## src/rtl/player_ctrl_pkg.sv

```systemverilog
// Shared types and helpers for the per-player movement controller.
// Holds the life-cycle state encoding and the keypad direction filter.
package player_ctrl_pkg;

   typedef enum logic [1:0] {
      ALIVE_ST,
      DYING_ST,
      INVULN_ST,
      FROZEN_ST
   } player_st_t;

   localparam int KEY_W     = 10;
   localparam int KEY_UP    = 8;
   localparam int KEY_DOWN  = 2;
   localparam int KEY_RIGHT = 6;
   localparam int KEY_LEFT  = 4;

   // Up beats down and right beats left, matching the mover's own priority.
   function automatic logic [KEY_W-1:0] filter_keys(input logic [KEY_W-1:0] keys);
      logic [KEY_W-1:0] f;
      f            = '0;
      f[KEY_UP]    = keys[KEY_UP];
      f[KEY_DOWN]  = keys[KEY_DOWN] & ~keys[KEY_UP];
      f[KEY_RIGHT] = keys[KEY_RIGHT];
      f[KEY_LEFT]  = keys[KEY_LEFT] & ~keys[KEY_RIGHT];
      return f;
   endfunction

endpackage

```

## src/rtl/frame_countdown.sv

```systemverilog
// Loadable down-counter that decrements once per tick and saturates at zero.
// Priority: clear > load > tick; count is registered, zero is decoded from it.
module frame_countdown #(
   parameter int MAX = 300,
   parameter int W   = $clog2(MAX + 1)
) (
   input  logic         clk,
   input  logic         resetN,
   input  logic         load,
   input  logic [W-1:0] load_val,
   input  logic         tick,
   input  logic         clear,
   output logic [W-1:0] count,
   output logic         zero
);

   logic [W-1:0] count_q;
   logic [W-1:0] count_d;

   always_comb begin
      count_d = count_q;
      if (clear) begin
         count_d = '0;
      end else if (load) begin
         count_d = load_val;
      end else if (tick && (count_q != '0)) begin
         count_d = count_q - W'(1);
      end
   end

   always_ff @(posedge clk) begin
      if (resetN) begin
         count_q <= '0;
      end else begin
         count_q <= count_d;
      end
   end

   assign count = count_q;
   assign zero  = (count_q == '0);

endmodule

```

## src/rtl/player_move_ctrl.sv

```systemverilog
// Per-player sequencer: direction filter, boots speed boost, death/respawn/invulnerability, freeze.
// All outputs registered; num_input follows key_pressed by one cycle.
module player_move_ctrl #(
   parameter int BOOST_FRAMES   = 300,
   parameter int RESPAWN_FRAMES = 90,
   parameter int INVULN_FRAMES  = 120,
   parameter int BLINK_FRAMES   = 8
) (
   input  logic       clk,
   input  logic       resetN,
   input  logic       startOfFrame,
   input  logic [9:0] key_pressed,
   input  logic       boots_collision,
   input  logic       player_hit,
   input  logic       game_over,
   output logic [9:0] num_input,
   output logic       speed_fast,
   output logic       respawn,
   output logic       visible,
   output logic       invulnerable
);

   import player_ctrl_pkg::*;

   localparam int LIFE_MAX = (RESPAWN_FRAMES > INVULN_FRAMES) ? RESPAWN_FRAMES : INVULN_FRAMES;
   localparam int LIFE_W   = $clog2(LIFE_MAX + 1);
   localparam int BOOST_W  = $clog2(BOOST_FRAMES + 1);
   localparam int BLINK_W  = $clog2(BLINK_FRAMES + 1);

   player_st_t         state_q;
   player_st_t         state_d;
   logic               boots_q;
   logic               boots_edge;

   logic               life_load;
   logic [LIFE_W-1:0]  life_val;
   logic               life_clear;
   logic [LIFE_W-1:0]  life_count;
   logic               life_zero;
   logic               life_expire;

   logic               boost_clear;
   logic [BOOST_W-1:0] boost_count;
   logic               boost_zero;
   logic               boost_nz_d;

   logic [BLINK_W-1:0] blink_cnt_q;
   logic [BLINK_W-1:0] blink_cnt_d;
   logic               blink_q;
   logic               blink_d;

   logic [9:0]         num_input_q;
   logic               speed_fast_q;
   logic               respawn_q;
   logic               visible_q;
   logic               invulnerable_q;

   assign boots_edge  = boots_collision & ~boots_q;
   // Expiry is the tick that takes the count from 1 to 0, so the state moves right after it.
   assign life_expire = life_zero | (startOfFrame & (life_count == LIFE_W'(1)));

   always_comb begin
      state_d = state_q;
      if (game_over) begin
         state_d = FROZEN_ST;
      end else begin
         case (state_q)
            ALIVE_ST:  if (player_hit)  state_d = DYING_ST;
            DYING_ST:  if (life_expire) state_d = INVULN_ST;
            INVULN_ST: if (life_expire) state_d = ALIVE_ST;
            default:   state_d = FROZEN_ST;
         endcase
      end
   end

   always_comb begin
      life_load  = 1'b0;
      life_val   = LIFE_W'(RESPAWN_FRAMES);
      life_clear = (state_d == FROZEN_ST);
      if ((state_d == DYING_ST) && (state_q != DYING_ST)) begin
         life_load = 1'b1;
         life_val  = LIFE_W'(RESPAWN_FRAMES);
      end else if ((state_d == INVULN_ST) && (state_q == DYING_ST)) begin
         life_load = 1'b1;
         life_val  = LIFE_W'(INVULN_FRAMES);
      end
   end

   // Clearing from the next state keeps speed_fast low on the very first dying/frozen cycle.
   always_comb begin
      boost_clear = (state_d == DYING_ST) || (state_d == FROZEN_ST);
      if (boost_clear) begin
         boost_nz_d = 1'b0;
      end else if (boots_edge) begin
         boost_nz_d = 1'b1;
      end else begin
         boost_nz_d = ~(boost_zero | (startOfFrame & (boost_count == BOOST_W'(1))));
      end
   end

   always_comb begin
      blink_cnt_d = '0;
      blink_d     = 1'b1;
      if ((state_d == INVULN_ST) && (state_q == INVULN_ST)) begin
         blink_cnt_d = blink_cnt_q;
         blink_d     = blink_q;
         if (startOfFrame) begin
            if (blink_cnt_q == BLINK_W'(BLINK_FRAMES - 1)) begin
               blink_cnt_d = '0;
               blink_d     = ~blink_q;
            end else begin
               blink_cnt_d = blink_cnt_q + BLINK_W'(1);
            end
         end
      end
   end

   always_ff @(posedge clk) begin
      if (resetN) begin
         state_q        <= ALIVE_ST;
         boots_q        <= 1'b0;
         blink_cnt_q    <= '0;
         blink_q        <= 1'b1;
         num_input_q    <= '0;
         speed_fast_q   <= 1'b0;
         respawn_q      <= 1'b0;
         visible_q      <= 1'b1;
         invulnerable_q <= 1'b0;
      end else begin
         state_q        <= state_d;
         boots_q        <= boots_collision;
         blink_cnt_q    <= blink_cnt_d;
         blink_q        <= blink_d;
         num_input_q    <= ((state_d == ALIVE_ST) || (state_d == INVULN_ST)) ?
                           filter_keys(key_pressed) : '0;
         speed_fast_q   <= boost_nz_d;
         respawn_q      <= (state_q == DYING_ST) && (state_d == INVULN_ST);
         invulnerable_q <= (state_d == INVULN_ST);
         case (state_d)
            DYING_ST:  visible_q <= 1'b0;
            INVULN_ST: visible_q <= blink_d;
            default:   visible_q <= 1'b1;
         endcase
      end
   end

   frame_countdown #(.MAX(LIFE_MAX)) u_life_cnt (
      .clk      (clk),
      .resetN   (resetN),
      .load     (life_load),
      .load_val (life_val),
      .tick     (startOfFrame),
      .clear    (life_clear),
      .count    (life_count),
      .zero     (life_zero)
   );

   frame_countdown #(.MAX(BOOST_FRAMES)) u_boost_cnt (
      .clk      (clk),
      .resetN   (resetN),
      .load     (boots_edge),
      .load_val (BOOST_W'(BOOST_FRAMES)),
      .tick     (startOfFrame),
      .clear    (boost_clear),
      .count    (boost_count),
      .zero     (boost_zero)
   );

   assign num_input    = num_input_q;
   assign speed_fast   = speed_fast_q;
   assign respawn      = respawn_q;
   assign visible      = visible_q;
   assign invulnerable = invulnerable_q;

endmodule

```

## config.mk

```make
export PLATFORM = sky130hd
export DESIGN_NAME = player_move_ctrl
export DESIGN_NICKNAME = d
export VERILOG_FILES = /design/src/rtl/player_ctrl_pkg.sv /design/src/rtl/frame_countdown.sv /design/src/rtl/player_move_ctrl.sv
export SDC_FILE = /design/constraint.sdc
export NUM_CORES = 1
export LEC_CHECK = 0
export CAP_MARGIN = 20
export CORE_ASPECT_RATIO = 0.6
export CORE_MARGIN = 4
export CORE_UTILIZATION = 55
export CTS_CLUSTER_SIZE = 25
export DETAILED_ROUTE_END_ITERATION = 12
export GPL_ROUTABILITY_DRIVEN = 0
export PLACE_DENSITY = 0.85
export SYNTH_ARGS = -nofsm -noshare
export SYNTH_HDL_FRONTEND = slang
export SYNTH_HIERARCHICAL = 1
export SYNTH_SLANG_ARGS = --single-unit
```

## constraint.sdc

```tcl
create_clock -name clk -period 6.65 [get_ports clk]
set_input_delay 1.33 -clock clk [delete_from_list [all_inputs] [get_ports clk]]
set_output_delay 1.33 -clock clk [all_outputs]
set_load 0.01 [all_outputs]
```

Word level (Yosys, flattened, before mapping):

Cells that the tools add are included.

* register bits after elaboration: 38
* bits of input ports: 16
* logic and storage cells: 78

* equal/unequal tests: 9
* multiplexer cells: 19
* bitwise gates (word level): 14
* reduce and logical (&&, ||, !) cells: 20
* add/sub/neg operators: 3

Operators with widths (number)
* two-way mux 9 bit: 2
* two-way mux 7 bit: 2
* two-way mux 6 bit: 2
* == test 9 x 1 -> 1 bit (second input constant): 1
* zero test 9 bit: 1
* nonzero test 9 bit: 1
* subtractor 9 x 1 -> 9 bit (second input constant): 1
* two-way mux 2 bit: 4
* OR reduction 2 bit: 4
* == test 7 x 1 -> 1 bit (second input constant): 1
* zero test 7 bit: 1
* NOT 1 bit: 7
* nonzero test 7 bit: 1
* subtractor 7 x 1 -> 7 bit (second input constant): 1
* == test 2 bit (second input constant): 3
* two-way mux 1 bit: 6
* case mux 2 bit (3 select lines): 1
* AND 1 bit: 5
* logical AND 1 bit: 5
* adder 4 x 1 -> 4 bit (second input constant): 1
* == test 2 x 1 -> 1 bit (second input constant): 2
* == test 4 x 3 -> 1 bit (second input constant): 1
* zero test 2 bit: 2
* two-way mux 4 bit: 1
* other kinds (6): 9

Logic depth before layout (Yosys ltp):

Gate-level depths: netlist of the first run.

* depth after elaboration: 11
* depth in mapped cells: 12
* mapped depth without buffers: 12

By module:

Netlist of the first run, hierarchy kept.

By module, submodules not included
* player_move_ctrl: cells each 84, area an instance 823.3 um^2, instances 1, seq. area each 320.3 um^2
* frame_countdown (u_boost_cnt): cells each 69, area an instance 595.6 um^2, instances 1, seq. area each 180.2 um^2
* frame_countdown (u_life_cnt): cells each 59, area an instance 442.9 um^2, instances 1, seq. area each 140.1 um^2

Worst setup path before layout of the first run:

Ideal clock, no wire load.

* kind: input to register
* start: in startOfFrame
* end: reg u_boost_cnt.count_q[5] (netlist: u_boost_cnt/count[5])
* library setup time: 0.103 ns
* stages: 8
* data required time: 6.547 ns
* setup slack: 3.666 ns
* arrival time: 2.881 ns
* cells stage by stage: buf_6 -> nor4b_4 -> a21oi_4 -> nor3_2 -> nor2_1 -> or2_2 -> clkbuf_1 -> a2111oi_2

* longest elaborated chain between the ends: 8

RTL lines
* from (decl): line player_move_ctrl.sv:11 `input logic startOfFrame,`
* AND 1 bit *: line player_move_ctrl.sv:60 `assign life_expire = life_zero | (startOfFrame & (life_count == LIFE_W'(1)));`
* OR 1 bit *: line player_move_ctrl.sv:60
* two-way mux 2 bit, on equally long branches: line player_move_ctrl.sv:70, player_move_ctrl.sv:69
* case mux 2 bit (3 select lines) *: line player_move_ctrl.sv:67 `case (state_q)`
* two-way mux 2 bit *: line player_move_ctrl.sv:64 `if (game_over) begin`
* == test 2 x 1 -> 1 bit or == test 2 bit (tied branches): line player_move_ctrl.sv:91 `boost_clear = (state_d == DYING_ST) || (state_d == FROZEN_ST);`
* logical OR 1 bit *: line player_move_ctrl.sv:91
* via boost_clear: line player_move_ctrl.sv:42 `logic boost_clear;`
* OR reduction 2 bit (no line) *
* to (signal assigned): line frame_countdown.sv:35 `count_q <= count_d;`
* to (decl): line frame_countdown.sv:17 `logic [W-1:0] count_q;`

Mark *: on every way through the listed nets, which the timed path passes. The rest lies on a longest branch.
A chain may end at the register's enable or synchronous reset.

Worst setup path in the final report of the first run:

* start: in startOfFrame
* end: reg u_life_cnt.count_q[2] (netlist: u_life_cnt/count[2])

* longest elaborated chain between the ends: 10

RTL lines
* AND 1 bit *: line player_move_ctrl.sv:60
* OR 1 bit *: line player_move_ctrl.sv:60
* two-way mux 2 bit, on equally long branches: line player_move_ctrl.sv:70, player_move_ctrl.sv:69
* case mux 2 bit (3 select lines) *: line player_move_ctrl.sv:67
* two-way mux 2 bit *: line player_move_ctrl.sv:64
* == test 2 bit: line player_move_ctrl.sv:83 `end else if ((state_d == INVULN_ST) && (state_q == DYING_ST)) begin`
* logical AND 1 bit: line player_move_ctrl.sv:83
* two-way mux 1 bit: line player_move_ctrl.sv:83
* two-way mux 1 bit *: line player_move_ctrl.sv:80 `if ((state_d == DYING_ST) && (state_q != DYING_ST)) begin`
* via life_load: line player_move_ctrl.sv:35 `logic life_load;`
* two-way mux 7 bit or nonzero test 2 bit (tied branches)
* to (signal assigned): line frame_countdown.sv:35
* to (decl): line frame_countdown.sv:17

Marked as above.

==> results of run 1 <==
[logic make-up (layout without fill, tap and decap cells)]
logic type,Yosys count,in the layout,share of synthesized area
and+or+nand+nor,95,95,0.325
AOI/OAI and AO/OA,47,47,0.194
DFF,32,32,0.344
buffers and inverters,23,38,0.0625
xor gates and xnor gates,7,7,0.0329
adders and majority gates,3,3,0.0202
muxes,3,3,0.0168
other,2,20,0.00403
[synth_stat cells (all sizes together) (3+ instances only)]
master and instances:
inv 12, nor4 6, nand3 3, nor3 5, ha 3, or2 4, a21oi 13, xor2 3
dfxtp 32, nand2b 6, o31ai 4, buf 7, o21a 5, nor4b 6, nor2b 5, and4b 3
nand2 18, a31oi 3, o21ai 10, clkbuf 4, a211oi 5, nor2 21, xnor2 4
[critical path, cell delays in order]
cell,delay [ns]
sky130_fd_sc_hd__clkdlybuf4s50_1,0.95
sky130_fd_sc_hd__nor4b_4,0.43
sky130_fd_sc_hd__a21oi_4,0.17
sky130_fd_sc_hd__a2111oi_2,0.92
sky130_fd_sc_hd__inv_2,0.24
sky130_fd_sc_hd__o21ai_0,0.15
sky130_fd_sc_hd__a21oi_1,0.08
sky130_fd_sc_hd__o21a_1,0.10
[cell type report]
class	count	area [µm²]	share of cell area
clock buffers	7	96.3	0.0434
clock inverters	1	30.0	0.0135
inverters	12	45.0	0.0203
multi-input cells	175	1170	0.528
flip-flops and latches	32	641	0.289
well taps	45	56.3	0.0254
repair buffers	18	178	0.0801
[routing by layer]
metal / part of all wire / vias up / routed length [µm] / global-route usage
li1: - / 802 / - / -
met1: 0.51 / 735 / 2110 / 0.287
met2: 0.40 / 68 / 1660 / 0.309
met3: 0.085 / 4 / 351 / 0.0607
met4: 0.0072 / 0 / 30 / 0.0652
met5: 0 / - / 0 / 0
[power by group through the flow]
stage	logic, µW	registers (µW)	clock network, µW
floorplan	125	221	0
global placement	152	224	0
detailed placement	156	225	0
CTS	158	221	207
global route	175	223	216
finish	161	221	203
[worst paths after layout]
| kind | from | to | cells after the start |
|---|---|---|---|
| min | blink_cnt_q[3]$_SDFFE_PP0P_ | blink_cnt_q[3]$_SDFFE_PP0P_ | 2 |
| min reg2reg | blink_cnt_q[3]$_SDFFE_PP0P_ | blink_cnt_q[3]$_SDFFE_PP0P_ | 2 |
| max reg2reg | u_life_cnt/count[1]$_SDFFE_PP0P_ | u_life_cnt/count[2]$_SDFFE_PP0P_ | 11 |
| max | startOfFrame | u_life_cnt/count[2]$_SDFFE_PP0P_ | 8 |
[flip-flops by register name, indices dropped and copies added (netlist names)]
name               cells
state_q                2
blink_q                1
visible                1
u_life_cnt/count       7
speed_fast             1
u_boost_cnt/count      9
num_input              4
boots_q                1
respawn                1
blink_cnt_q            4
invulnerable           1
[metrics by stage]
| step | util | worst slack [ns] | std cells | area (µm²) | hold slack (ns) |
|---|---|---|---|---|---|
| after floorplan | - | 3.67 | 230 | 1930 | 0.448 |
| after global placement | 0.645 | 2.27 | 282 | 2090 | 0.461 |
| after detailed placement | 0.645 | 2.23 | 282 | 2090 | 0.472 |
| after CTS | 0.684 | 2.53 | 290 | 2220 | 0.483 |
| after global routing | 0.684 | 2.29 | 290 | 2220 | 0.549 |
| final | 0.684 | 2.44 | 290 | 2220 | 0.494 |
==> impl_metrics.py, run 1 <==
metrics = {
    "flow_run": {
        "max_cap_viol_count": 0,
    },
    "clocking": {
        "clock_tree.buffer_depth": 2,
        "ctsResizeCount": 0,
        "clkTransAtPathRegs_ns": 0.07,
        "clkSinkCount": 32,
        "cts_hold_repair.buffers": 0,
        "cts.repair_timing.setup_buffer_count": 0,
        "clock_tree.htree_level_count": 2,
        "cts.root.buffer_cell": "sky130_fd_sc_hd__clkbuf_8",
        "cts_made_buffers": 5,
        "cts_tree": "built",
        "worst_skew_pair.late_latency_ns": 0.28,
    },
    "floorplanning": {
        "initial_utilization": 0.574,
        "design.core.area_um2": 3240,
        "die-height_um": 53.1,
        "num_io_pins": 30,
        "die_width_um": 83.1,
        "core.rowCount": 16,
        "die_area_um2": 4410,
    },
    "sta": {
        "timing_worst_slew_pin_value_ns": 0.967,
        "setup_viol": 0,
        "timing.slew.headroom": 0.354,
        "post-route-min-period_ns": 4.21,
        "fmax_mhz": 238,
        "final_min_period_over_clock_period": 0.633,
        "finalMaxSlewViolations": 0,
        "final_hold_viol_count": 0,
        "setup_repair_after_global_routing_missed_its_margin": "false",
        "fin_worst_skew_ns": 0.00241,
        "total_negative_slack_ns": 0,
    },
    "pwr": {
        "p_switching_uw": 178,
        "power.share.sequential": 0.378,
        "proportion_of_power_drawn_by_the_clock_network": 0.347,
        "internal_dissipation_uw": 407,
        "power_frac_comb": 0.275,
        "fin_total_pwr_uw": 586,
        "power_density_over_cell_area_nw_per_um2": 264,
        "total_leakage_power_uw": 0.000892,
        "power.ir.vdd_worst_mv": 0.139,
        "swShare": 0.304,
    },
    "cells_and_area": {
        "layout_commonest_cell": "sky130_fd_sc_hd__dfxtp_1",
        "fin_nets": 263,
        "num_antenna_cells": 0,
        "filler_cell_count": 249,
        "post_route_cells_drive_above_1_share": 0.135,
        "final_cell_mix": "sky130_fd_sc_hd__dfxtp_1, sky130_fd_sc_hd__nor2_1, sky130_fd_sc_hd__conb_1, sky130_fd_sc_hd__nand2_1, sky130_fd_sc_hd__clkdlybuf4s50_1",
        "syn_to_final_growth_pct": 19.2,
    },
    "synth": {
        "yosysSeqAreaShare": 0.344,
        "post-synth-top-area-fraction": 0.344,
        "dominantRegCellSynth": "sky130_fd_sc_hd__dfxtp_1",
        "post-synth-top-area-cell": "sky130_fd_sc_hd__dfxtp_1",
        "syn-instance-count": 212,
        "count_of_state_elements_after_synthesis": 32,
        "synth.lib_cells_used.distinct": 58,
        "synth.avg_cell_area_um2": 8.78,
        "syn_area_um2": 1860,
        "number_of_enable_flip_flop_cells_after_synthesis": 0,
        "async_flop_share": 0,
        "post_synth_main_area_contributors": "sky130_fd_sc_hd__dfxtp_1, sky130_fd_sc_hd__nor2_1, sky130_fd_sc_hd__nand2_1, sky130_fd_sc_hd__a21oi_1, sky130_fd_sc_hd__nor4b_4",
        "synth.yosys.warnings": 6,
    },
    "drt": {
        "drt_iter0_drc": 233,
        "routedWlPerCell_um": 14.3,
        "post-route-drc-count": 0,
        "antenna_violating_nets_remaining": 0,
        "drt_wl_total_mm": 4.15,
        "viasPerCell": 5.55,
        "via_count": 1609,
        "drt_first_pass_iters": 4,
    },
    "worst_setup_path": {
        "endpoint_kind": "flop",
        "start_kind": "input pin",
        "worstSetupPathType": "in -> reg",
        "critical_path_arrival_ns": 4.39,
        "regToRegSetupSlack_ns": 3.62,
        "critPathMaxFanout": 19,
        "worst_ep_required_time_ns": 6.83,
    },
    "global_routing": {
        "gr-total-overflow": 0,
        "grt_start_max_net_pins": 20,
        "antenna_found_initial": 0,
        "number_of_global_route_vias_before_repair": 1405,
        "grt_first_pass_wirelength_mm": 7.00,
        "grt_util_all_layers": 0.207,
    },
    "placement": {
        "input_output_buffers": 17,
        "dpl.hpwl_mm": 2.89,
    },
    "hold_path": {
        "min_delay_path_class": "reg -> reg",
    },
    "run_status": {
        "outcome": "finished, final reports clean",
    },
}
No activity file was read; power rests on OpenSTA's default activity.
==> run 2: changes to the inputs <==
Settings changed: CORE_UTILIZATION 55 to 53, PLACE_DENSITY 0.85 to 0.82.
Clock period 6.65 ns to 3.9 ns, I/O delays scaled along.
==> impl_metrics.py, run 2 (synthesized netlist as in run 1, its figures left out) <==
metrics = {
    "worst_setup_path": {
        "start_kind": "flop",
        "endpoint_kind": "flop",
        "critical_path_arrival_ns": 2.85,
        "worstSetupPathType": "reg -> reg",
        "worst_ep_required_time_ns": 4.07,
        "critPathMaxFanout": 8,
    },
    "cells_and_area": {
        "filler_cell_count": 268,
        "post_route_cells_drive_above_1_share": 0.138,
        "final-instance-count-excl-fill": 292,
        "final_cell_mix": "sky130_fd_sc_hd__dfxtp_1, sky130_fd_sc_hd__nor2_1, sky130_fd_sc_hd__conb_1, sky130_fd_sc_hd__nand2_1, sky130_fd_sc_hd__clkdlybuf4s50_1",
        "final_cell_area_um2": 2210,
        "layout_commonest_cell": "sky130_fd_sc_hd__dfxtp_1",
        "syn_to_final_growth_pct": 19.0,
        "fin_nets": 265,
        "num_antenna_cells": 0,
        "largest_register_ff_count": 9,
    },
    "clocking": {
        "clock_tree.htree_level_count": 2,
        "ctsResizeCount": 0,
        "cts_made_buffers": 5,
        "cts_tree": "built",
        "clkTransAtPathRegs_ns": 0.07,
        "clock_tree.buffer_depth": 2,
        "cts.repair_timing.setup_buffer_count": 0,
        "cts_hold_repair.buffers": 0,
        "worst_skew_pair.late_latency_ns": 0.28,
        "cts.root.buffer_cell": "sky130_fd_sc_hd__clkbuf_8",
        "clkSinkCount": 32,
    },
    "sta": {
        "post-route-min-period_ns": 2.68,
        "fin_worst_skew_ns": 0.00806,
        "setup_viol": 0,
        "fmax_mhz": 373,
        "setup_repair_after_global_routing_missed_its_margin": "false",
        "final_min_period_over_clock_period": 0.688,
        "final_hold_viol_count": 0,
        "finalMaxSlewViolations": 0,
        "total_negative_slack_ns": 0,
    },
    "global_routing": {
        "grt_util_all_layers": 0.198,
        "gr-total-overflow": 0,
        "antenna_found_initial": 0,
        "grt_start_max_net_pins": 19,
        "number_of_global_route_vias_before_repair": 1411,
        "grt_first_pass_wirelength_mm": 6.80,
    },
    "drt": {
        "drt_first_pass_iters": 4,
        "routedWlPerCell_um": 14.2,
        "antenna_violating_nets_remaining": 0,
        "viasPerCell": 5.45,
        "post-route-drc-count": 0,
        "drt_iter0_drc": 143,
        "via_count": 1591,
        "drt_wl_total_mm": 4.13,
    },
    "placement": {
        "dp.cells": 284,
        "placed_area_um2": 2110,
        "dpl.hpwl_mm": 3.09,
        "input_output_buffers": 17,
    },
    "floorplanning": {
        "die_area_um2": 4560,
        "die-height_um": 53.9,
        "die_width_um": 84.5,
        "initial_utilization": 0.560,
        "num_io_pins": 30,
        "design.core.area_um2": 3320,
        "core.rowCount": 16,
    },
    "flow_run": {
        "max_cap_viol_count": 0,
    },
    "pwr": {
        "power.ir.vdd_worst_mv": 0.207,
        "total_leakage_power_uw": 0.000892,
        "power_density_over_cell_area_nw_per_um2": 435,
    },
    "hold_path": {
        "min_delay_path_class": "reg -> reg",
    },
    "run_status": {
        "outcome": "finished, final reports clean",
    },
}
run 2: cell count changes in the layout (fill, tap and decap cells not counted), sizes merged:
cell / delta
clkbuf: -1
buf: +2
clkinv: +1
run 2: layer usage:
metal	global-route usage	vias up	part of all wire
li1	-	802	-
met1	0.278	729	0.50
met2	0.295	55	0.40
met3	0.0550	5	0.087
met4	0.0684	0	0.0097
met5	0	-	0
run 2: path summary, 6_finish.rpt:
path,startpoint,depth (start not counted),slack (ns),end
worst max-delay path,u_life_cnt/count[0]$_SDFFE_PP0P_,10,1.22,u_boost_cnt/count[6]$_SDFFE_PP0P_
worst min-delay path,blink_cnt_q[3]$_SDFFE_PP0P_,2,0.48,blink_cnt_q[3]$_SDFFE_PP0P_
worst max register to register,u_life_cnt/count[0]$_SDFFE_PP0P_,10,1.22,u_boost_cnt/count[6]$_SDFFE_PP0P_
worst min register to register,blink_cnt_q[3]$_SDFFE_PP0P_,2,0.48,blink_cnt_q[3]$_SDFFE_PP0P_
run 2: layout make-up:
type	count	area (µm²)	share of cell area
multi-input combinational	175	1170	0.529
sequential	32	641	0.289
inverter	12	45.0	0.0203
clock buffer	6	72.6	0.0328
clock inverter	2	35.0	0.0158
tap	45	56.3	0.0254
timing repair buffer	20	193	0.0870
run 2: worst max-delay path: stages, from the launching register on:
cell and delay, ns:
sky130_fd_sc_hd__dfxtp_1 0.34, sky130_fd_sc_hd__inv_1 0.12, sky130_fd_sc_hd__ha_1 0.26, sky130_fd_sc_hd__or2b_4 0.30, sky130_fd_sc_hd__or2_4 0.28, sky130_fd_sc_hd__inv_2 0.09, sky130_fd_sc_hd__a21oi_4 0.07, sky130_fd_sc_hd__nor3_2 0.28
sky130_fd_sc_hd__nor2_1 0.10, sky130_fd_sc_hd__or2_2 0.39, sky130_fd_sc_hd__nor4_1 0.33
run 2: stage by stage:
| step | setup WS (ns) | total power, µW | util | hold WS, ns |
|---|---|---|---|---|
| 6_report | 1.22 | 963 | 0.666 | 0.482 |
| 5_1_grt | 1.11 | 1020 | 0.666 | 0.512 |
| 3_5_place_dp | 0.932 | 652 | 0.634 | 0.471 |
| 2_1_floorplan | 1.45 | 589 | - | 0.448 |
| 4_1_cts | 1.23 | 965 | 0.666 | 0.481 |
| 3_3_place_gp | 0.935 | 644 | 0.634 | 0.470 |
run 2: report_power, final:
part / switching, µW / internal (µW)
Clock: 121 / 189
Sequential: 28.4 / 348
Combinational: 153 / 124
==> run 3: changes to the inputs <==
Settings changed: CORE_UTILIZATION 53 to 48, PLACE_DENSITY 0.82 to 0.79.
Clock period 3.9 ns to 2.2 ns, I/O delays scaled along.
==> impl_metrics.py, run 3 (synthesized netlist as in run 1, its figures left out) <==
metrics = {
    "run_status": {
        "outcome": "finished, final reports clean",
    },
    "pwr": {
        "internal_dissipation_uw": 1280,
        "power_frac_comb": 0.344,
        "total_leakage_power_uw": 0.00102,
        "swShare": 0.321,
        "power_density_over_cell_area_nw_per_um2": 760,
        "power.ir.vdd_worst_mv": 0.523,
        "proportion_of_power_drawn_by_the_clock_network": 0.304,
        "power.share.sequential": 0.352,
        "p_switching_uw": 602,
    },
    "placement": {
        "dpl.hpwl_mm": 3.10,
        "placed_area_um2": 2260,
        "dpl_worst_slack_ns": -0.200,
        "input_output_buffers": 17,
    },
    "clocking": {
        "cts_made_buffers": 5,
        "clock_tree.htree_level_count": 2,
        "clock_tree.buffer_depth": 2,
        "worst_skew_pair.late_latency_ns": 0.29,
        "clkTransAtPathRegs_ns": 0.07,
        "cts_tree": "built",
        "cts.root.buffer_cell": "sky130_fd_sc_hd__clkbuf_8",
        "clkSinkCount": 32,
    },
    "worst_setup_path": {
        "endpoint_kind": "flop",
        "worst_ep_required_time_ns": 2.38,
        "crit_top_cell": "sky130_fd_sc_hd__inv_4",
        "timing.critical_path.slowest_cell_delay_ns": 0.54,
        "critPathMaxFanout": 8,
        "crit_chain": "or4_4, or2_4, inv_4, a21oi_4, a2111oi_4, buf_6, inv_4, o21ai_1, a21oi_1, o21a_1",
        "path_delay_family": "simple AND/OR/NAND/NOR gates",
        "critical_path_arrival_ns": 2.36,
        "worst_path_max_delay_cell": "sky130_fd_sc_hd__or4_4",
        "start_kind": "flop",
        "worstSetupPathType": "reg -> reg",
        "cp_num_buf_inv": 3,
    },
    "global_routing": {
        "gr-total-overflow": 0,
        "grt_first_pass_wirelength_mm": 7.18,
        "grt_start_max_net_pins": 18,
        "antenna_found_initial": 0,
        "grt_util_all_layers": 0.184,
        "number_of_global_route_vias_before_repair": 1550,
    },
    "cells_and_area": {
        "layout_commonest_cell": "sky130_fd_sc_hd__dfxtp_1",
        "syn_to_final_growth_pct": 32.8,
        "post_route_cells_drive_above_1_share": 0.250,
        "fin_util": 0.668,
        "largest_register_ff_count": 9,
        "final_cell_area_um2": 2470,
        "filler_cell_count": 312,
        "fin_nets": 286,
        "final_cell_mix": "sky130_fd_sc_hd__dfxtp_1, sky130_fd_sc_hd__buf_4, sky130_fd_sc_hd__nor2_1, sky130_fd_sc_hd__conb_1, sky130_fd_sc_hd__nand2_1",
        "num_antenna_cells": 0,
    },
    "sta": {
        "post-route-min-period_ns": 2.18,
        "setup_repair_after_global_routing_missed_its_margin": "true",
        "final_min_period_over_clock_period": 0.990,
        "finalMaxSlewViolations": 0,
        "final_hold_viol_count": 0,
        "worst_slack_ns": 0.0217,
        "fin_worst_skew_ns": 0.00745,
        "fmax_mhz": 459,
        "total_negative_slack_ns": 0,
        "setup_viol": 0,
    },
    "hold_path": {
        "min_delay_path_class": "reg -> reg",
    },
    "drt": {
        "via_count": 1688,
        "post-route-drc-count": 0,
        "drt_iter0_drc": 93,
        "antenna_violating_nets_remaining": 0,
        "drt_wl_total_mm": 4.44,
        "drt_first_pass_iters": 4,
        "viasPerCell": 5.36,
        "routedWlPerCell_um": 14.1,
    },
    "floorplanning": {
        "die-height_um": 56.2,
        "die_area_um2": 4970,
        "initial_utilization": 0.503,
        "die_width_um": 88.4,
        "core.rowCount": 17,
        "design.core.area_um2": 3700,
        "num_io_pins": 30,
    },
    "flow_run": {
        "max_cap_viol_count": 0,
    },
}
-- run 3: path summary, 6_finish.rpt --
| kind | from | endpoint | slack (ns) | cells after the start |
|---|---|---|---|---|
| hold / removal | blink_q$_SDFF_PP1_ | blink_q$_SDFF_PP1_ | 0.50 | 2 |
| hold reg to reg | blink_q$_SDFF_PP1_ | blink_q$_SDFF_PP1_ | 0.50 | 2 |
| setup / recovery | u_life_cnt/count[6]$_SDFFE_PP0P_ | u_life_cnt/count[2]$_SDFFE_PP0P_ | 0.02 | 10 |
| setup reg to reg | u_life_cnt/count[6]$_SDFFE_PP0P_ | u_life_cnt/count[2]$_SDFFE_PP0P_ | 0.02 | 10 |
-- run 3: worst reg2reg max path, cell delays in order, from the launching register on --
cell and delay [ns]:
sky130_fd_sc_hd__dfxtp_2 0.32, sky130_fd_sc_hd__or4_4 0.54, sky130_fd_sc_hd__or2_4 0.26, sky130_fd_sc_hd__inv_4 0.06, sky130_fd_sc_hd__a21oi_4 0.04, sky130_fd_sc_hd__a2111oi_4 0.34
sky130_fd_sc_hd__buf_6 0.19, sky130_fd_sc_hd__inv_4 0.06, sky130_fd_sc_hd__o21ai_1 0.08, sky130_fd_sc_hd__a21oi_1 0.08, sky130_fd_sc_hd__o21a_1 0.10
-- run 3: layer usage --
layer / GRT usage / part of all wire / wire [µm] / up-vias
li1: - / - / - / 845
met1: 0.258 / 0.48 / 2140 / 794
met2: 0.269 / 0.44 / 1960 / 40
met3: 0.0592 / 0.060 / 267 / 9
met4: 0.0517 / 0.016 / 69 / 0
met5: 0 / 0 / 0 / -
-- run 3: final cells by class --
| cell class | instances | area (µm²) | area share |
|---|---|---|---|
| Inverter | 12 | 50.0 | 0.0202 |
| Multi-Input combinational cell | 175 | 1240 | 0.500 |
| Timing Repair Buffer | 41 | 370 | 0.150 |
| Clock inverter | 3 | 41.3 | 0.0167 |
| Tap cell | 47 | 58.8 | 0.0238 |
| Sequential cell | 32 | 647 | 0.262 |
| Clock buffer | 5 | 68.8 | 0.0278 |
-- run 3: repair_timing --
item,4_1_cts,5_1_grt
endpoints found under the setup margin,2,13
hold buffers,0,0
pin swaps,5,7
buffers inserted,4,2
gates cloned,0,0
gates resized for setup,4,10
-- run 3: metrics by stage --
step / total power (µW) / cells / hold slack [ns]
global route: 1980 / 315 / 0.528
floorplan: 1060 / 230 / 0.448
CTS: 1840 / 313 / 0.495
detailed placement: 1230 / 301 / 0.480
global placement: 1210 / 301 / 0.469
finish: 1880 / 315 / 0.497
-- run 3: power by group through the flow --
stage                     combinational (µW)  sequential (µW)  clock [µW]
after floorplan                          393              668           0
after global placement                   544              667           0
after detailed placement                 556              670           0
after CTS                                595              657         584
after global routing                     704              666         607
final                                    647              661         571
